--- src/rtl/rs_pkg.sv ---
// Shared types and width helpers for the reservation-station free lists.
package rs_pkg;

  typedef enum logic [1:0] {
    RS_ALU = 2'd0,
    RS_LSU = 2'd1,
    RS_BRU = 2'd2
  } rs_type_e;

  localparam int unsigned AluEntries = 8;
  localparam int unsigned LsuEntries = 8;
  localparam int unsigned BruEntries = 4;

  function automatic int unsigned default_entries(input rs_type_e t);
    unique case (t)
      RS_ALU:  return AluEntries;
      RS_LSU:  return LsuEntries;
      RS_BRU:  return BruEntries;
      default: return AluEntries;
    endcase
  endfunction

  function automatic int unsigned idx_w(input int unsigned n);
    return (n < 2) ? 1 : $clog2(n);
  endfunction

  function automatic int unsigned cnt_w(input int unsigned n);
    return idx_w(n) + 1;
  endfunction

endpackage

--- src/rtl/prefix_count.sv ---
// Exclusive prefix popcount of a bit vector plus the total population count.
module prefix_count #(
  parameter int unsigned W  = 2,
  parameter int unsigned OW = $clog2(W + 1)
) (
  input  logic [W-1:0]    i_bits,
  output logic [W*OW-1:0] o_prefix,
  output logic [OW-1:0]   o_total
);

  logic [OW-1:0] w_acc;

  always_comb begin
    w_acc    = '0;
    o_prefix = '0;
    for (int i = 0; i < W; i++) begin
      o_prefix[i*OW +: OW] = w_acc;
      w_acc                = w_acc + OW'(i_bits[i]);
    end
    o_total = w_acc;
  end

endmodule

--- src/rtl/rs_free_list.sv ---
// Circular free list of RS entry indices with in-order multi-port allocate and
// compacting multi-port return, guarded by an in-use bitmap.
module rs_free_list
  import rs_pkg::*;
#(
  parameter int unsigned NUM_ENTRIES = 8,
  parameter int unsigned ALLOC_W     = 2,
  parameter int unsigned RET_W       = 2,
  parameter int unsigned TYPE        = 0,
  localparam int unsigned IW         = idx_w(NUM_ENTRIES),
  localparam int unsigned CW         = cnt_w(NUM_ENTRIES)
) (
  input  logic                  i_clk,
  input  logic                  i_rst,
  input  logic                  i_flush,
  input  logic [ALLOC_W-1:0]    i_alloc_req,
  output logic [ALLOC_W-1:0]    o_alloc_gnt,
  output logic [ALLOC_W*IW-1:0] o_alloc_idx,
  input  logic [RET_W-1:0]      i_ret_valid,
  input  logic [RET_W*IW-1:0]   i_ret_idx,
  output logic [CW-1:0]         o_num_free,
  output logic                  o_empty,
  output logic                  o_all_free,
  output logic                  o_ret_err
);

  localparam int unsigned AOW = $clog2(ALLOC_W + 1);
  localparam int unsigned ROW = $clog2(RET_W + 1);

  if (TYPE > 2 || NUM_ENTRIES < 2 || (NUM_ENTRIES & (NUM_ENTRIES - 1)) != 0 ||
      ALLOC_W < 1 || ALLOC_W > 4 || ALLOC_W > NUM_ENTRIES ||
      RET_W < 1 || RET_W > 4 || RET_W > NUM_ENTRIES) begin : g_param_err
    $error("rs_free_list: illegal parameter set");
  end

  logic [IW-1:0]          r_list [NUM_ENTRIES];
  logic [IW-1:0]          r_head;
  logic [CW-1:0]          r_num_free;
  logic [NUM_ENTRIES-1:0] r_in_use;
  logic                   r_ret_err;

  logic [ALLOC_W*AOW-1:0] w_k;
  logic [AOW-1:0]         w_req_total;
  logic [CW-1:0]          w_num_gnt;
  logic [RET_W-1:0]       w_accept;
  logic [RET_W*ROW-1:0]   w_ret_off;
  logic [ROW-1:0]         w_num_ret;
  logic [IW-1:0]          w_tail;
  logic [IW-1:0]          w_list_d [NUM_ENTRIES];
  logic [NUM_ENTRIES-1:0] w_in_use_d;

  prefix_count #(
    .W  (ALLOC_W),
    .OW (AOW)
  ) u_alloc_pc (
    .i_bits   (i_alloc_req),
    .o_prefix (w_k),
    .o_total  (w_req_total)
  );

  always_comb begin
    o_alloc_gnt = '0;
    o_alloc_idx = '0;
    for (int i = 0; i < ALLOC_W; i++) begin
      if (i_alloc_req[i] && !i_flush && (CW'(w_k[i*AOW +: AOW]) < r_num_free)) begin
        o_alloc_gnt[i]          = 1'b1;
        o_alloc_idx[i*IW +: IW] = r_list[r_head + IW'(w_k[i*AOW +: AOW])];
      end
    end
  end

  // Grants form a prefix of the requesters, so their count is min(requests, free).
  assign w_num_gnt = (CW'(w_req_total) < r_num_free) ? CW'(w_req_total) : r_num_free;

  always_comb begin
    logic [RET_W-1:0] acc;
    acc = '0;
    for (int j = 0; j < RET_W; j++) begin
      acc[j] = i_ret_valid[j] && r_in_use[i_ret_idx[j*IW +: IW]];
      for (int p = 0; p < j; p++) begin
        if (acc[p] && (i_ret_idx[p*IW +: IW] == i_ret_idx[j*IW +: IW])) acc[j] = 1'b0;
      end
    end
    w_accept = acc;
  end

  prefix_count #(
    .W  (RET_W),
    .OW (ROW)
  ) u_ret_pc (
    .i_bits   (w_accept),
    .o_prefix (w_ret_off),
    .o_total  (w_num_ret)
  );

  assign w_tail = r_head + r_num_free[IW-1:0];

  always_comb begin
    w_list_d   = r_list;
    w_in_use_d = r_in_use;
    for (int i = 0; i < ALLOC_W; i++) begin
      if (o_alloc_gnt[i]) w_in_use_d[o_alloc_idx[i*IW +: IW]] = 1'b1;
    end
    for (int j = 0; j < RET_W; j++) begin
      if (w_accept[j]) begin
        w_list_d[w_tail + IW'(w_ret_off[j*ROW +: ROW])] = i_ret_idx[j*IW +: IW];
        w_in_use_d[i_ret_idx[j*IW +: IW]]               = 1'b0;
      end
    end
  end

  always_ff @(posedge i_clk or posedge i_rst) begin
    if (i_rst) begin
      for (int i = 0; i < NUM_ENTRIES; i++) r_list[i] <= IW'(i);
      r_head     <= '0;
      r_num_free <= CW'(NUM_ENTRIES);
      r_in_use   <= '0;
      r_ret_err  <= 1'b0;
    end else if (i_flush) begin
      for (int i = 0; i < NUM_ENTRIES; i++) r_list[i] <= IW'(i);
      r_head     <= '0;
      r_num_free <= CW'(NUM_ENTRIES);
      r_in_use   <= '0;
      r_ret_err  <= 1'b0;
    end else begin
      r_list     <= w_list_d;
      r_head     <= r_head + w_num_gnt[IW-1:0];
      r_num_free <= r_num_free - w_num_gnt + CW'(w_num_ret);
      r_in_use   <= w_in_use_d;
      r_ret_err  <= |(i_ret_valid & ~w_accept);
    end
  end

  assign o_num_free = r_num_free;
  assign o_empty    = (r_num_free == '0);
  assign o_all_free = (r_num_free == CW'(NUM_ENTRIES));
  assign o_ret_err  = r_ret_err;

endmodule

--- config.mk ---
export PLATFORM = sky130hd
export DESIGN_NAME = rs_free_list
export DESIGN_NICKNAME = d
export VERILOG_FILES = /design/src/rtl/rs_pkg.sv /design/src/rtl/prefix_count.sv /design/src/rtl/rs_free_list.sv
export SDC_FILE = /design/constraint.sdc
export NUM_CORES = 1
export LEC_CHECK = 0
export BUFFER_PORTS_ARGS = -buffer_cell sky130_fd_sc_hd__buf_2
export CAP_MARGIN = 20
export CORE_MARGIN = 8
export CORE_UTILIZATION = 45
export DETAILED_ROUTE_END_ITERATION = 7
export GPL_ROUTABILITY_DRIVEN = 0
export GPL_TIMING_DRIVEN = 0
export MAX_ROUTING_LAYER = met4
export PLACE_DENSITY = 0.61
export SLEW_MARGIN = 20
export SYNTH_ARGS = -nofsm -noshare
export SYNTH_HDL_FRONTEND = slang
export SYNTH_SLANG_ARGS = --single-unit
--- constraint.sdc ---
create_clock -name i_clk -period 4.7 [get_ports i_clk]
set_clock_uncertainty 0.05 [all_clocks]
set_input_delay 0.47 -clock i_clk [delete_from_list [all_inputs] [get_ports i_clk]]
set_output_delay 0.47 -clock i_clk [all_outputs]
set_load 0.01 [all_outputs]
After elaboration in Yosys (flattened, before gate mapping)
Index checks and enable logic that the tools add are counted.
Widths: inputs -> output; s select.
Storage, ports and cells
  word-level logic and storage cells: 108
  register bits: 40
  output and inout bits: 15
  bits of input ports: 13
Cells by class
  bitwise logic cells: 12
  add/subtract/negate cells: 8
  magnitude comparators: 17
  multiplexer cells: 41
  reductions and logical operators: 16
  eq/ne operators: 2
Operators by type and width (count)
  $mux 24: 3
  $bwmux 24: 2
  $mux 8: 5
  $mux 3: 9
  $bmux 3 s3: 2
  $demux 3 s3: 2
  $and 8x8->8: 2
  $ge 4x4->1 const B: 4
  $lt 3x4->1 const B: 4
  $not 3->4: 4
  $not 8->8: 2
  $or 8x8->8: 2
  $logic_and 1x1->1: 13
  $demux 1 s3: 4
  $ge 3x1->1 const B: 4
  $mux 1: 10
  $lt 4x1->1 const B: 2
  $mux 4: 2
  $add 3x1->3: 2
  $add 3x3->3: 2
  $bmux 1 s3: 2
  $add 1x1->2: 2
  $add 4x2->4: 1
  $eq 4x4->1 const B: 1
  10 further kinds: 10

Logic depth before layout (Yosys ltp)
  depth after elaboration: 18
  gate-level depth with buffers: 14
  depth with buffers taken out: 12

By module
A second synthesis with hierarchy kept.
Unflattened totals
  cells, all modules: 375
  area total of the unflattened synthesis: 3657.3 µm²
By module, submodules not included
  rs_free_list: times used 1, area each 3564.7 µm², cells an instance 363
  prefix_count: times used 2, area each 46.3 µm², cells an instance 6

Least setup slack after synthesis
OpenSTA, ideal clock, no wires.
  path kind: input-to-reg
  start: input port i_ret_idx[0]
  end: register r_list[21] (netlist name)
  data required time: 4.525 ns
  path buffers: 2
  cell stages on the path: 11
  slack: 1.016 ns
  arrival: 3.509 ns
  path through: buf_6 -> mux2_4 -> a22o_1 -> or2_4 -> clkbuf_1 -> and2_1 -> ha_1 -> ha_1 -> or3b_2 -> a2111oi_4 -> mux2_2
On the way
  word-level cells in the longest chain between the ends: 12
  elaborated cells between the ends (all ways): 18
  those cells by class: add/sub (1); order compare (2); eq/ne (1); mux (10); bitwise (1); reduce/logical (3)
RTL lines
  from (decl): line rs_free_list.sv:20  | input logic [RET_W*IW-1:0] i_ret_idx,
  $bmux 1 s3: line rs_free_list.sv:79  | acc[j] = i_ret_valid[j] && r_in_use[i_ret_idx[j*IW +: IW]];
  $mux 1 (implied by the code): line rs_free_list.sv:79
  $logic_and 1x1->1: line rs_free_list.sv:79
  $add 3x1->3: line rs_free_list.sv:106  | w_list_d[w_tail + IW'(w_ret_off[j*ROW +: ROW])] = i_ret_idx[j*IW +: IW];
  $not 3->4 (implied by the code): line rs_free_list.sv:106
  $ge 4x4->1 (implied by the code) or $lt 4x1->1 (tied branches): line rs_free_list.sv:106
  $logic_and 1x1->1 (implied by the code): line rs_free_list.sv:106
  $mux 3 (implied by the code): line rs_free_list.sv:106
  $demux 3 s3: line rs_free_list.sv:106
  $bwmux 24: line rs_free_list.sv:106
  $mux 24 (*): line rs_free_list.sv:105  | if (w_accept[j]) begin
  $mux 24 (*): line rs_free_list.sv:119  | end else if (i_flush) begin
  to (signal assigned): line rs_free_list.sv:126  | r_list <= w_list_d;
  to (decl): line rs_free_list.sv:36  | logic [IW-1:0] r_list [NUM_ENTRIES];
Mark *: on every way between the ends. The rest lies on a longest branch, timed or not. The select of a mux whose other input is x is not followed.

Worst setup path in the final report
  start: register r_in_use[0]
  end: register r_list[21] (netlist name)
On the way
  word-level cells in the longest chain between the ends: 12
  elaborated cells between the ends (all ways): 19
  those cells by class: add/sub (1); order compare (2); mux (11); bitwise (1); reduce/logical (4)
RTL lines
  from (decl): line rs_free_list.sv:39  | logic [NUM_ENTRIES-1:0] r_in_use;
  from (signal assigned): line rs_free_list.sv:129  | r_in_use <= w_in_use_d;
  $bmux 1 s3: line rs_free_list.sv:79
  $mux 1 (implied by the code): line rs_free_list.sv:79
  $logic_and 1x1->1: line rs_free_list.sv:79
  $add 3x1->3: line rs_free_list.sv:106
  $not 3->4 (implied by the code): line rs_free_list.sv:106
  $ge 4x4->1 (implied by the code) or $lt 4x1->1 (tied branches): line rs_free_list.sv:106
  $logic_and 1x1->1 (implied by the code): line rs_free_list.sv:106
  $mux 3 (implied by the code): line rs_free_list.sv:106
  $demux 3 s3: line rs_free_list.sv:106
  $bwmux 24: line rs_free_list.sv:106
  $mux 24 (*): line rs_free_list.sv:105
  $mux 24 (*): line rs_free_list.sv:119
Marks and branches as above.

==> out/qor.txt <==
Top cells by count, synth: 38 x mux2i_1, 27 x dfrtp_1, 27 x inv_1
Leading cell type by number of instances after synthesis: mux2i_1
Number of synthesized flops with an enable pin: 0
Chip width: 105.4 um
Post-synthesis async set-or-reset flop share: 100.0%
Critical path launch point type: register
Comb power frac: 61.6%
Final wirelength: 10970 um
Vias per inst: 6.063
Core area: 7727 sq um
PwrDens: 473.6 nW/um^2
TritonCTS Buffers: 5
Top-area cell type share of the netlist area: 18.80%
Area leader, netlist: dfrtp_1
CTS tree: yes
Clk_lat worst skew: 0.30 ns
CTS Hold Buffers Added: 0
Vias in the first global route: 3223
Internal Power: 0.9573 mW
H-tree Lvls: 2
Hold Fails Final Rpt: 0
Row Count: 32
All-Layer GR Usage: 20.37%
Yosys cell types: 61
Peak VDD IR: 0.0001808 V
Reg2reg start: r_in_use[0]$_DFF_PP0_
Detailed placement HPWL: 8625 um
Synth area leaders: dfrtp_1 19%, mux2i_1 11%, dfstp_2 9.5%
CP endpoint kind: register
Worst EP required: 4.83 ns
Post-route minimum period: 3.718 ns
Largest net degree at the start of global routing: 33
Synth-to-layout area growth: 9.711%
Clk buf depth: 2
Top Ports: 28
CTS root buf: clkbuf_8
Slew Viols, Final: 0
Seq/Total Area, Yosys: 28.30%
Die ar.: 11100 sq um
Die Ht: 105.4 um
Initial core utilization: 46.52%
Initial antenna violation count: 0
Status: finished clean
Crit path kind: reg2reg
Post-Syn Area: 3595 sq um
Residual DRC count: 0
Nets: 464
I/O Buffers: 24
PostCTS Resize Cnt: 0
Worst EP arrival: 3.85 ns
#FFs+latches synth: 40
Clock power frac: 12.4%
Flop pwr share: 26.0%
Achievable Freq: 269.0 MHz
Final TNS setup: 0 ns
Worst hold path class: in2async
Worst-path maximum fanout: 10
Placed inst area: 3862 sq um
First-pass GRT wire length: 17390 um
Iteration-0 DRC Markers: 201
Worst hold slack: 0.03168 ns
Syn Inst Count: 401
Final setup violation count: 0
# diodes: 0
Number of max-cap violations: 0
Syn_nets: 432
Synth Flop Type: dfrtp_1
Syn. warnings: 0
Grt total ovfl: 0
Vias: 3250
Routed Antenna Nets: 0
Avg WL per Cell: 20.47 um
RSZ-0062 raised after global routing: false
Fillers: 739
Clock transition at the registers of the reported paths: 0.09 ns
Clock sinks: 40
Worst slew pin tran: 1.109 ns
Post-CTS setup buffers: 0
Post-Layout Inst Area: 3944 sq um
Setup crit start: r_in_use[0]$_DFF_PP0_
Switching part of the total: 48.75%
Relative slew slack: 25.10%
Share of cells above drive strength 1: 16.82%
Psw: 0.9106 mW
Cell leakage power: 1.773 nW
Avg Synthesized Cell Area: 8.964 sq um
Detailed Routing Iterations Pass 1: 5
Final period util: 79.10%
-- worst max-delay path, cell delays in order, from the launching register on --
cell       delay (ns)
dfrtp_1          0.42
mux2_4           0.28
a22o_1           0.26
or2_4            0.28
clkbuf_1         0.24
and2_1           0.24
ha_1             0.20
ha_1             0.32
or3b_2           0.50
a2111oi_4        0.44
mux2_2           0.38
-- sequential cells by signal (all words and copies together) (netlist names) --
| signal | flops |
|---|---|
| r_in_use | 8 |
| r_head | 3 |
| o_ret_err | 1 |
| o_num_free | 4 |
| r_list | 24 |
-- path summary, 6_finish.rpt --
check	to	slack [ns]	depth (start not counted)
worst min register to register	r_in_use[5]$_DFF_PP0_	0.52	1
worst min-delay path	r_head[1]$_DFF_PP0_	0.03	2
worst max register to register	r_list[21]$_DFF_PP0_	0.98	10
max in group asynchronous	r_list[4]$_DFF_PP1_	4.05	3
worst max-delay path	r_list[21]$_DFF_PP0_	0.98	10
min in group i_clk	r_in_use[5]$_DFF_PP0_	0.52	1
-- cells by family (layout without fill, tap and decap cells) --
family	count (synthesis)	after routing	share of synthesized area, %
flops	40	40	28.30
xor+xnor	13	13	3.377
mux	47	47	14.86
compound gates	98	98	19.88
simple gates	130	130	20.36
buf+inv	55	88	6.126
fa+ha+maj	18	18	7.101
-- power by group through the flow --
stage | Combinational [mW] | Sequential [mW] | Clock [mW]
finish | 1.15 | 0.485 | 0.231
global route | 1.27 | 0.496 | 0.249
CTS | 1.14 | 0.485 | 0.239
detailed placement | 1.14 | 0.491 | 0
global placement | 1.12 | 0.489 | 0
floorplan | 0.851 | 0.468 | 0
-- area by class of cell --
cell class	instances	area [sq um]	area share [%]
Multi-Input combinational cell	306	2357	59.77
Sequential cell	40	1017	25.79
Timing Repair Buffer	25	140.1	3.553
Tap cell	102	127.6	3.236
Buffer	28	118.9	3.014
Inverter	27	101.3	2.570
Clock buffer	7	76.32	1.935
Clock inverter	1	5.005	0.1269
-- through the flow --
step / worst slack, ns / power (mW) / instances / utilization [%]
6_report: 0.9822 / 1.868 / 536 / 51.04
5_1_grt: 0.8321 / 2.014 / 536 / 51.04
4_1_cts: 0.9885 / 1.868 / 536 / 51.04
3_5_place_dp: 0.7754 / 1.629 / 528 / 49.98
3_3_place_gp: 0.7849 / 1.604 / 527 / 49.72
2_1_floorplan: 1.016 / 1.319 / 401 / -
-- routing by layer --
| layer | track usage, % | wire length [um] | vias to the layer above |
|---|---|---|---|
| met5 | - | 0 | - |
| met2 | 31.65 | 5040 | 109 |
| met1 | 26.18 | 4888 | 1575 |
| met4 | 8.053 | 319 | 0 |
| met3 | 2.862 | 724 | 24 |
| li1 | - | - | 1542 |
-- placed cells by master, fill, tap and decap left out, drive strengths merged, types with 7 or more instances in the layout --
cell type,Yosys,routed
nand2,13,13
xor2,9,9
o21ai,15,15
ha,14,14
dfstp,13,13
buf,8,33
a21o,7,7
mux2i,38,38
clkbuf,20,27
and3,9,9
nor2,23,23
nor2b,12,12
inv,27,27
nand3,23,23
a21oi,22,22
dfrtp,27,27
nand3b,8,8
and2,7,7
Power figures use the tool's default switching activity.
